`src/rtl/stump_pkg.sv`:
```
// Shared Stump datapath constants.
// Register indices, flag bit positions and word width.
package stump_pkg;

  localparam int WIDTH = 16;

  localparam logic [2:0] REG_ZERO = 3'd0;
  localparam logic [2:0] REG_PC   = 3'd7;

  localparam int CC_N = 3;
  localparam int CC_Z = 2;
  localparam int CC_V = 1;
  localparam int CC_C = 0;

  typedef logic [WIDTH-1:0] word_t;
  typedef logic [3:0]       nzvc_t;

endpackage

```
`src/rtl/stump_read_mux.sv`:
```
// Flat 8:1 register read mux.
// Address 0 is forced to zero; R0 has no storage.
module stump_read_mux
  import stump_pkg::*;
#(
  parameter int W = WIDTH
) (
  input  logic [7:1][W-1:0] regs,
  input  logic [2:0]        addr,
  output logic [W-1:0]      data
);

  always_comb begin
    data = '0;
    case (addr)
      3'd1:    data = regs[1];
      3'd2:    data = regs[2];
      3'd3:    data = regs[3];
      3'd4:    data = regs[4];
      3'd5:    data = regs[5];
      3'd6:    data = regs[6];
      3'd7:    data = regs[7];
      default: data = '0;
    endcase
  end

endmodule

```
`src/rtl/stump_reg_bank.sv`:
```
// Stump architectural state: R1-R7 (R7 = PC) and NZVC.
// Writeback overrides the fetch increment on R7.
module stump_reg_bank
  import stump_pkg::*;
#(
  parameter int WIDTH = stump_pkg::WIDTH,
  parameter int NREGS = 8
) (
  input  logic             clk,
  input  logic             rst_n,
  input  logic [2:0]       rd_addr_a,
  input  logic [2:0]       rd_addr_b,
  output logic [WIDTH-1:0] rd_data_a,
  output logic [WIDTH-1:0] rd_data_b,
  input  logic             wr_en,
  input  logic [2:0]       wr_addr,
  input  logic [WIDTH-1:0] wr_data,
  input  logic             pc_inc,
  output logic [WIDTH-1:0] pc,
  input  logic             cc_en,
  input  logic [3:0]       cc_in,
  output logic [3:0]       cc,
  output logic             c_flag,
  input  logic [2:0]       dbg_addr,
  output logic [WIDTH-1:0] dbg_data
);

  logic [7:1][WIDTH-1:0] rf;
  logic [3:0]            cc_q;

  always_ff @(posedge clk or negedge rst_n) begin
    if (!rst_n) begin
      rf   <= '0;
      cc_q <= '0;
    end else begin
      if (pc_inc)
        rf[7] <= rf[7] + WIDTH'(1);
      // later assignment wins, so a write to R7 beats fetch
      for (int i = 1; i < NREGS; i++)
        if (wr_en && wr_addr == 3'(i))
          rf[i] <= wr_data;
      if (cc_en)
        cc_q <= cc_in;
    end
  end

  assign pc     = rf[REG_PC];
  assign cc     = cc_q;
  assign c_flag = cc_q[CC_C];

  stump_read_mux #(.W(WIDTH)) u_mux_a (
    .regs (rf),
    .addr (rd_addr_a),
    .data (rd_data_a)
  );

  stump_read_mux #(.W(WIDTH)) u_mux_b (
    .regs (rf),
    .addr (rd_addr_b),
    .data (rd_data_b)
  );

  stump_read_mux #(.W(WIDTH)) u_mux_d (
    .regs (rf),
    .addr (dbg_addr),
    .data (dbg_data)
  );

endmodule

```
`config.mk`:
```
export PLATFORM = sky130hd
export DESIGN_NAME = stump_reg_bank
export DESIGN_NICKNAME = d
export VERILOG_FILES = /design/src/rtl/stump_pkg.sv /design/src/rtl/stump_read_mux.sv /design/src/rtl/stump_reg_bank.sv
export SDC_FILE = /design/constraint.sdc
export NUM_CORES = 1
export LEC_CHECK = 0
export CAP_MARGIN = 20
export CELL_PAD_IN_SITES_DETAIL_PLACEMENT = 1
export CELL_PAD_IN_SITES_GLOBAL_PLACEMENT = 1
export CORE_MARGIN = 4
export CORE_UTILIZATION = 40
export DETAILED_ROUTE_END_ITERATION = 7
export GPL_ROUTABILITY_DRIVEN = 0
export PLACE_DENSITY = 0.87
export SYNTH_ARGS = -nofsm -noshare
export SYNTH_HDL_FRONTEND = slang
export SYNTH_SLANG_ARGS = --single-unit
```
`constraint.sdc`:
```
create_clock -name clk -period 1.7 [get_ports clk]
set_input_delay 0.34 -clock clk [delete_from_list [all_inputs] [get_ports clk]]
set_output_delay 0.34 -clock clk [all_outputs]
set_load 0.02 [all_outputs]
```
Word level (Yosys, flattened, before mapping)
Cells that the tools add are included.
{"block": "totals", "input_bits": 37, "regBits": 116, "output_inout_bits": 69, "wordCells": 50}
{"block": "classes", "mux": 5, "add_sub_neg": 1, "n_reduce_logical": 8, "eq_ne": 28}
{"operator": "$pmux 16 s7", "n": 3}
{"operator": "$eq 3x3->1 const B", "n": 16}
{"operator": "$mux 16", "n": 2}
{"operator": "$eq 3x2->1 const B", "n": 8}
{"operator": "$add 16x1->16 const B", "n": 1}
{"operator": "$eq 3x1->1 const B", "n": 4}
{"operator": "$logic_and 1x1->1", "n": 7}
{"operator": "$reduce_bool 2->1", "n": 1}

Depth between registers and ports, before layout
{"block": "depth", "word_depth": 3, "depth_mapped": 7, "depth_no_buf": 6}

Modules after synthesis
Synthesis repeated with hierarchy kept, for this count alone.
{"block": "hier_totals", "hier_cells": 718, "area_unflattened_um2": 7963.9}
{"module": "stump_reg_bank", "seq_area_each_um2": 2902.8, "instances": 1, "area_per_inst_um2": 4818.4, "cells_per_inst": 334}
{"module": "stump_read_mux", "seq_area_each_um2": 0.0, "instances": 3, "area_per_inst_um2": 1048.5, "cells_per_inst": 128}

Worst setup path before layout
OpenSTA, ideal clock, no wires.
{"block": "synth_timing", "path_kind": "input to output", "start": "input port dbg_addr[1]", "end": "output port dbg_data[7]", "required_time_ps": 1360, "n_path_buf": 3, "setup_slack_ps": -286, "t_arrival_ps": 1646, "stages": 5, "path_cell_list": "buf_2 buf_2 clkbuf_1 a31oi_1 o21ai_0"}
{"block": "synth_via", "elab_chain_cells": 2, "elab_cells_between_ends": 8, "classes_between": "eq/ne (7); mux (1)"}
{"element": "start, declared", "line_no": "stump_reg_bank.sv:24", "rtl": "input logic [2:0] dbg_addr,"}
{"element": "$eq 3x3->1 (tied with other cells)", "line_no": "stump_read_mux.sv:15", "rtl": "case (addr)"}
{"element": "$pmux 16 s7 *", "line_no": "stump_read_mux.sv:15"}
{"element": "end, declared", "line_no": "stump_reg_bank.sv:25", "rtl": "output logic [WIDTH-1:0] dbg_data"}
Mark *: on every way between the ends. The rest lies on a longest branch, timed or not.

Worst setup path after layout
{"block": "layout_timing", "start": "register rf[16] (netlist name)", "end": "output port rd_data_b[0]"}
{"block": "layout_via", "elab_chain_cells": 1}
{"element": "start, declared", "line_no": "stump_reg_bank.sv:28", "rtl": "logic [7:1][WIDTH-1:0] rf;"}
{"element": "start signal, assigned by index", "line_no": "stump_reg_bank.sv:41", "rtl": "rf[i] <= wr_data;"}
{"element": "$pmux 16 s7", "line_no": "stump_read_mux.sv:15"}
{"element": "end, declared", "line_no": "stump_reg_bank.sv:14", "rtl": "output logic [WIDTH-1:0] rd_data_b,"}
Every way passes these cells.

==> metrics.csv <==
metric;value;unit
r2r-start;pc[5];
syn_avg_cell_area;11.2;sq um
tightest_slew;590;ps
clkLatencyLatePin;460;ps
synth-seq-cells;116;
area_growth;56.8;%
root_buffer;clkbuf_16;
intPower;0.00929;W
nets;955;
grt_pass1_vias;8594;
die_h;145;um
max-slew-margin-rel;60.6;%
ir_drop;918;uV
ant_nets;0;
grt_overflow;0;
viasPerCell;7.12;
cts_buffers;17;
yosysSeqAreaShare;38.7;%
fin_skew;10.1;ps
power_frac_comb;46.8;%
io_pins;106;
clock_sinks;116;
finalCritPeriodShare;144;%
synth_enable_flop_cells;0;
hp-class;in2async;
seq_area;0.00292;sq mm
drtPass1Iterations;5;
setup_ws;-745;ps
synth_flop_cell;dfrtp_1;
clock.fmax;409;MHz
drt-total-wl;44200;um
critPathMaxFanout;4;
multi_input_area;0.00495;sq mm
startpoint_type;flop;
synth_area;0.00750;sq mm
drv_cap;0;
n_fill_cell;1779;
worstSetupPathType;reg2out;
tns;-21620;ps
power_density;1340;mW/mm^2
synth_top_cell_by_area;dfrtp_1;
antenna_found_initial;0;
grt_usage;38.8;%
drt-initial-drc-count;1138;
grt_max_degree;81;
grt_pass1_wl;58900;um
status;finished with violations;
port_buffers;105;
rows;49;
initial_core_util;41.2;%
synth_cells;667;
final_util;64.5;%
stdcell_area;0.0118;sq mm
share_seq_of_total_power;28.7;%
diodes;0;
sw_frac_of_total;40.9;%
die-area;0.0210;sq mm
switching_power;0.00644;W
drive_above_1_share;69.5;%
num_vias;8248;
slew_violations;0;
finalHoldViolations;0;
rsz0062_at_grt;true;
clkTransAtPathRegs;60;ps
required;1360;ps
finalNonFillerCells;1159;
dpl-instance-area;0.0100;sq mm
finalCriticalPeriod;2440;ps
yosysWarnings;0;
hpwl;21400;um
ff2ff_path_depth;7;
pwr-share-clk;24.5;%
ys_types;41;
synth_top_cell_area_share;38.7;%
cts_max_level;4;
p_leak;5.05;nW
synth_area_leaders;dfrtp_1 (39%), mux2_2 (21%), mux4_2 (9.9%), a21oi_1 (2.7%), a221oi_1 (2.6%);
die_w;145;um
cts_tree;built;
finalSetupViolations;61;
syn_nets;705;
fp.coreArea;0.0182;sq mm
avgRoutedWirePerCell;38.1;um
drc_errors;0;
ys_async_sr_fraction;100;%
end_kind;output pin;
max-clock-path-buffers;2;
cp.arrival;2100;ps
placed_cells;1084;
violations;negative setup slack;
critPathLaunch;rf[16];
[critical path: stages (launching register included)]
cell	delay (ps)
dfrtp_1	480
mux2_2	340
a22oi_1	470
o21ai_2	170
buf_6	170
[area by class of cell]
type	count	area share, %
Sequential cell	116	24.9
Clock buffer	20	3.89
Tap cell	229	2.44
Clock inverter	12	1.11
Timing Repair Buffer	303	24.8
Inverter	25	0.799
Multi-Input combinational cell	454	42.1
[power groups by stage]
stage,combinational (W),sequential (W),clock [W]
global placement,0.00509,0.00405,0
detailed placement,0.00540,0.00419,0
floorplan,0.00300,0.00402,0
global route,0.00753,0.00448,0.00395
CTS,0.00627,0.00423,0.00369
finish,0.00736,0.00452,0.00385
[synth_stat cells, types with 3 or more instances]
master and n:
nand3b_1 3, inv_1 25, buf_4 19, a22o_1 4
mux4_2 33, buf_1 4, a221oi_1 22, nand4b_1 3
xor2_1 11, mux2i_1 18, nor2_1 26, o21ai_0 32
mux2_2 141, a21oi_1 41, xnor2_1 3, dfrtp_1 116
clkbuf_1 23, a22oi_1 21, nand3_1 11, a221o_1 3
buf_2 25, nand4_1 3, nand2_1 43, nor2b_1 12
[final timing paths]
kind                                endpoint  slack [ps]
worst max-delay path            rd_data_b[0]        -740
worst min-delay path                   pc[1]         250
worst max register to register        pc[14]        -230
worst min register to register         cc[1]         510
max in group asynchronous             pc[11]         730
min in group clk                       cc[1]         510
[sequential cells by signal, indices dropped and copies added, names as in the netlist]
register and cells:
rf 96, pc 16, cc 4
[logic make-up after synthesis]
group,Yosys count,share of synthesized area [%]
XOR/XNOR,14,1.64
AO/OA/AOI/OAI,131,11.3
AND/OR/NAND/NOR,114,7.66
multiplexers,194,34.2
buffers and inverters,97,6.33
flip-flops,116,38.7
adder cells (fa/ha/maj),1,0.167
[per-layer routing]
| layer | GRT usage (%) | vias to the layer above | routed length, um |
|---|---|---|---|
| met3 | 10.7 | 337 | 4980 |
| li1 | - | 2969 | - |
| met1 | 46.5 | 4096 | 15300 |
| met2 | 61.6 | 846 | 19800 |
| met4 | 24.9 | 0 | 4100 |
| met5 | 0 | - | 0 |
[cells in the final DEF (no fill, tap or decap), types with 9 or more instances in the layout]
cell,n
mux4_2,35
buf_12,23
nor2b_1,9
a22oi_1,13
clkbuf_16,17
nand2_2,17
buf_2,13
a221oi_2,11
inv_2,19
buf_4,153
o21ai_1,9
nor2_1,24
mux2i_1,11
a221oi_4,10
buf_6,72
dfrtp_2,16
o21ai_2,19
mux2_2,127
a21oi_1,12
clkdlybuf4s50_1,24
a21oi_2,29
nand2_1,23
mux2_4,14
dfrtp_1,100
[per-stage QoR]
stage	power, W	setup slack, ps	hold WS (ps)
floorplan	0.00702	-35.0	44.4
CTS	0.0142	-511	273
finish	0.0157	-745	252
detailed placement	0.00959	-1120	165
global placement	0.00914	-1030	163
global route	0.0160	-718	245
[repair_timing]
action | in CTS | in global routing
setup buffers | 31 | 20
gates cloned | 1 | 0
gates resized for setup | 459 | 126
pin swaps | 50 | 55
hold buffers | 1 | 0
endpoints found under the hold margin | 5 | 0
endpoints found under the setup margin | 75 | 76
(Power assumes the default switching activity.)
